===== src/rtl/add_n_if.sv =====
// add_n_if: operand/result bundle for the add_n adder.
//   master: drives x, y, c_in; observes s, c_out, ovf.
//   slave : observes x, y, c_in; drives s, c_out, ovf.
// N must match the N of the add_n instance the interface is connected to.
interface add_n_if #(
    parameter int unsigned N = 8
);
    logic [N-1:0] x;
    logic [N-1:0] y;
    logic         c_in;
    logic [N-1:0] s;
    logic         c_out;
    logic         ovf;

    modport master (
        output x, y, c_in,
        input  s, c_out, ovf
    );

    modport slave (
        input  x, y, c_in,
        output s, c_out, ovf
    );
endinterface


===== src/rtl/add_n.sv =====
// add_n: N-bit ripple-carry adder with carry-in, carry-out and signed-overflow
// flag. All outputs are registered: one cycle latency, one result per cycle.
//   clock     : rising-edge clock
//   reset     : synchronous active-high reset, zeroes all outputs
//   bus.x     : first operand (N bits, unsigned or two's complement)
//   bus.y     : second operand (same encoding as x)
//   bus.c_in  : carry into bit 0
//   bus.s     : registered sum, (x + y + c_in) mod 2^N
//   bus.c_out : registered carry out of bit N-1
//   bus.ovf   : registered two's-complement overflow (carry_N ^ carry_(N-1))
module add_n #(
    parameter int unsigned N = 8
) (
    input  logic     clock,
    input  logic     reset,
    add_n_if.slave   bus
);

    logic [N-1:0] sum;
    logic         carry;     // running carry through the chain
    logic         carry_n;   // carry out of bit N-1
    logic         carry_nm1; // carry into bit N-1 (equals c_in when N == 1)

    logic [N-1:0] s_q;
    logic         c_out_q;
    logic         ovf_q;

    // Ripple chain of full-adder cells.
    always_comb begin
        sum       = '0;
        carry     = bus.c_in;
        carry_nm1 = bus.c_in;
        for (int unsigned i = 0; i < N; i++) begin
            carry_nm1 = carry;
            sum[i]    = bus.x[i] ^ bus.y[i] ^ carry;
            carry     = (bus.x[i] & bus.y[i]) | (carry & (bus.x[i] ^ bus.y[i]));
        end
        carry_n = carry;
    end

    always_ff @(posedge clock) begin
        if (reset) begin
            s_q     <= '0;
            c_out_q <= 1'b0;
            ovf_q   <= 1'b0;
        end else begin
            s_q     <= sum;
            c_out_q <= carry_n;
            ovf_q   <= carry_n ^ carry_nm1;
        end
    end

    always_comb begin
        bus.s     = s_q;
        bus.c_out = c_out_q;
        bus.ovf   = ovf_q;
    end

endmodule


===== src/flat_wrapper.sv =====
// flat-port wrapper written by rule: the top's interface ports become plain ports
module add_n_flat 
#(
    parameter int unsigned N = 8
)
  (clock, reset, bus_x, bus_y, bus_c_in, bus_s, bus_c_out, bus_ovf);
  add_n_if #(.N(N)) bus_i ();
  input  logic clock;
  input  logic reset;
  input wire logic [$bits(bus_i.x)-1:0] bus_x;
  input wire logic [$bits(bus_i.y)-1:0] bus_y;
  input wire logic [$bits(bus_i.c_in)-1:0] bus_c_in;
  output wire logic [$bits(bus_i.s)-1:0] bus_s;
  output wire logic [$bits(bus_i.c_out)-1:0] bus_c_out;
  output wire logic [$bits(bus_i.ovf)-1:0] bus_ovf;
  assign bus_i.x = bus_x;
  assign bus_i.y = bus_y;
  assign bus_i.c_in = bus_c_in;
  assign bus_s = bus_i.s;
  assign bus_c_out = bus_i.c_out;
  assign bus_ovf = bus_i.ovf;
  add_n #(.N(N)) u_core (.clock(clock), .reset(reset), .bus(bus_i));
endmodule

===== config.mk =====
export PLATFORM = sky130hd
export DESIGN_NAME = add_n_flat
export DESIGN_NICKNAME = d
export VERILOG_FILES = /design/src/rtl/add_n_if.sv /design/src/rtl/add_n.sv /design/src/flat_wrapper.sv
export SDC_FILE = /design/constraint.sdc
export NUM_CORES = 1
export LEC_CHECK = 0
export CAP_MARGIN = 40
export CELL_PAD_IN_SITES_DETAIL_PLACEMENT = 2
export CELL_PAD_IN_SITES_GLOBAL_PLACEMENT = 2
export CORE_MARGIN = 3
export CORE_UTILIZATION = 22
export DETAILED_ROUTE_END_ITERATION = 12
export GPL_ROUTABILITY_DRIVEN = 0
export MAX_ROUTING_LAYER = met4
export PLACE_DENSITY = 0.85
export RECOVER_POWER = 50
export SYNTH_ARGS = -nofsm -noshare
export SYNTH_HDL_FRONTEND = slang
export SYNTH_SLANG_ARGS = --single-unit

===== constraint.sdc =====
create_clock -name clock -period 10.7 [get_ports clock]
set_input_delay 2.14 -clock clock [delete_from_list [all_inputs] [get_ports clock]]
set_output_delay 2.14 -clock clock [all_outputs]
set_load 0.005 [all_outputs]

==> results.md <==
* Status: complete, no violations
* Syn avg cell area at 12.82 µm²
* Synth Area in Compound Gates at 0%
* Largest net degree at the start of global routing at 11
* Startpoint types: primary input
* Syn Std Cell Area at ~470 µm²
* Main combinational cell family by area after synthesis: adder cells
* Slew Limit Headroom at about two thirds
* Post-Synth Simple-Gate Area at around 14%
* VDD IR max at approximately 0.000043 V
* CP peak stage delay at roughly 0.57 ns
* Vias per inst at 3.779
* Yosys top cell area share at between 40% and 50%
* LEAKAGE at about 0.36 nW
* TritonCTS clock tree: yes
* Die width at 52.43 µm
* Post-route setup TNS at 0 ns
* Cell variety after synth at 7
* DR iter-0 viols at 2
* Vias in the first global route at 405
* Area leader, netlist: dfxtp_1
* Post-synthesis register bit count at 10
* Synth Area in XOR/XNOR at about 1.8%
* Rows at 16
* Drt pass-1 iters at 3
* DIE AREA at 0.002748 mm²
* Post-CTS Resized at 0
* Num ports at 29
* First-pass GRT wire length at 1800 µm
* Tcrit/Tclk final at 54.11%
* CP delay by family, top: adder cells
* Most frequent cells in the layout: clkdlybuf4s50_1 (18), dlygate4sd3_1 (10), dfxtp_1 (10)
* Setup violators final at 0
* Kind of critical path: in2reg
* Final ANT Viol Nets at 0
* Hold_buf cts at 0
* Final instance area at roughly 810 µm²
* Post-Synth Adder-Cell Area at between 30% and 40%
* Worst EP arrival at roughly 6.0 ns
* Routed WL at about 1100 µm
* Crit path buffers/inverters at 4
* Num CTS Buffers at 3
* Area after DPL at a little under 800 µm²
* Syn-to-layout area delta at 71.50%
* Wire per inst at approximately 12 µm
* Fin crit period at around 5.8 ns
* Grt ovf at 0
* Crit end category: register
* Most common cell after layout, fill and taps aside: clkdlybuf4s50_1
* Dpl hpwl at ~1100 µm
* Antenna cells at 0
* Mux cell area share after synthesis at 0%
* Max Fclk at 0.1727 GHz
* Chip Height at between 50 and 60 µm
* Crit-path most repeated cell: fa_1
* PwrDens at 126.9 mW/mm²
* Root Driver: clkbuf_4
* Post-synthesis cell count at 37
* Gr usage total at about a tenth
* DR vias at roughly 360
* Slowest-stage cell, CP: dlygate4sd3_1
* Layout cell share with drive strength beyond 1 at between 10% and 20%
* # Post-CTS Setup Buffers at 0
* Max-cap viol count at 0
* Setup WS pre-CTS at 4.750 ns
* Clk slew on worst S/H paths at 0.06 ns
* CTS sink count at 10
* Layout Utilization at around two fifths
* Initial antenna violation count at 0
* Initial Utilization at 23.69%
* WP data required at approximately 11 ns
* Cells along the critical path: dlygate4sd3_1 > fa_1 > inv_1 > fa_1 > inv_1 > fa_1 > fa_1 > fa_1 > fa_1 > fa_1 > inv_1 > fa_1 > nor2_1
* Number of I/O port buffers at 28
* Worst-Margin Slew at roughly 0.49 ns
* Seq/Total Area, Yosys at between 40% and 50%
* Top post-synthesis cells by area: dfxtp_1 (42%), fa_1 (34%), nor2b_2 (11%), inv_1 (5.5%), nor2_1 (3.2%)
* RSZ-0062 raised after global routing: false
* Mapped Nets at 64
* Hold/Removal Path Class: in2reg
* Post-layout net count at between 90 and 100
* Htree depth at 1
* Drt drc at 0
* Setup slack after layout at 4.910 ns
* Design Power at 0.0001032 W
* Final Max Tran Viols at 0
* Critical path fanouts, max at 2
* Ys Warns at 0
* Final Hold Fails at 0
* Core area at 0.002002 mm²
* Maximum clock path buffer count at 2
## final cells by class
type / instances / area (µm²)
multi-input combinational: 19 / 236.5
timing repair buffer: 28 / 280.3
inverter: 7 / 26.28
fill: 217 / 1189
tap: 27 / 33.78
clock buffer: 4 / 36.28
sequential: 10 / 200.2
## metal layers
metal / global-route usage (%) / wire [µm] / share of wire [%]
met5: - / 0 / 0
met4: 3.830 / 0 / 0
met2: 17.56 / 612 / 53
met3: 3.989 / 129 / 11
met1: 9.107 / 406 / 35
## worst min-delay path: cells and delay by family
family | cells | cell delay, ns
adders and majority gates | 1 | 0.16
and+or+nand+nor | 1 | 0.04
buffers and inverters | 2 | 0.47
## state kept, by name, summed over array words and instances, names as in the netlist
signal / flops
u_core.bus.c_out: 1
u_core.bus.ovf: 1
u_core.bus.s: 8
## cell usage after synthesis (all sizes together)
cell	instances
dfxtp	10
fa	8
inv	7
nor2b	6
nor2	4
buf	1
xor2	1
## final timing paths
kind                 start               to  slack [ns]  depth (start not counted)
hold / removal    bus_x[7]  u_core.bus.s[7]        2.60                          4
setup / recovery  bus_c_in  u_core.bus.s[7]        4.91                         13
## power by group
group / internal [W] / total [W] / switching [W] / leakage, nW
clock: 0.0000206 / 0.0000326 / 0.0000120 / 0.0210
combinational: 0.0000180 / 0.0000279 / 0.00000994 / 0.252
sequential: 0.0000418 / 0.0000427 / 0.000000866 / 0.0834
## cell families (layout without fill, tap and decap cells)
logic type / count (synthesis) / in the layout
flops: 10 / 10
buf+inv: 8 / 39
fa+ha+maj: 8 / 8
xor+xnor: 1 / 1
simple gates: 10 / 10
## metrics by stage
| stage | instances | hold slack (ns) |
|---|---|---|
| final | 95 | 2.602 |
| after global routing | 95 | 2.633 |
| after CTS | 95 | 2.609 |
| after detailed placement | 91 | 2.851 |
| after global placement | 91 | 2.844 |
| after floorplan | 37 | 2.347 |
Note: power is estimated with default switching activity, not from simulation.
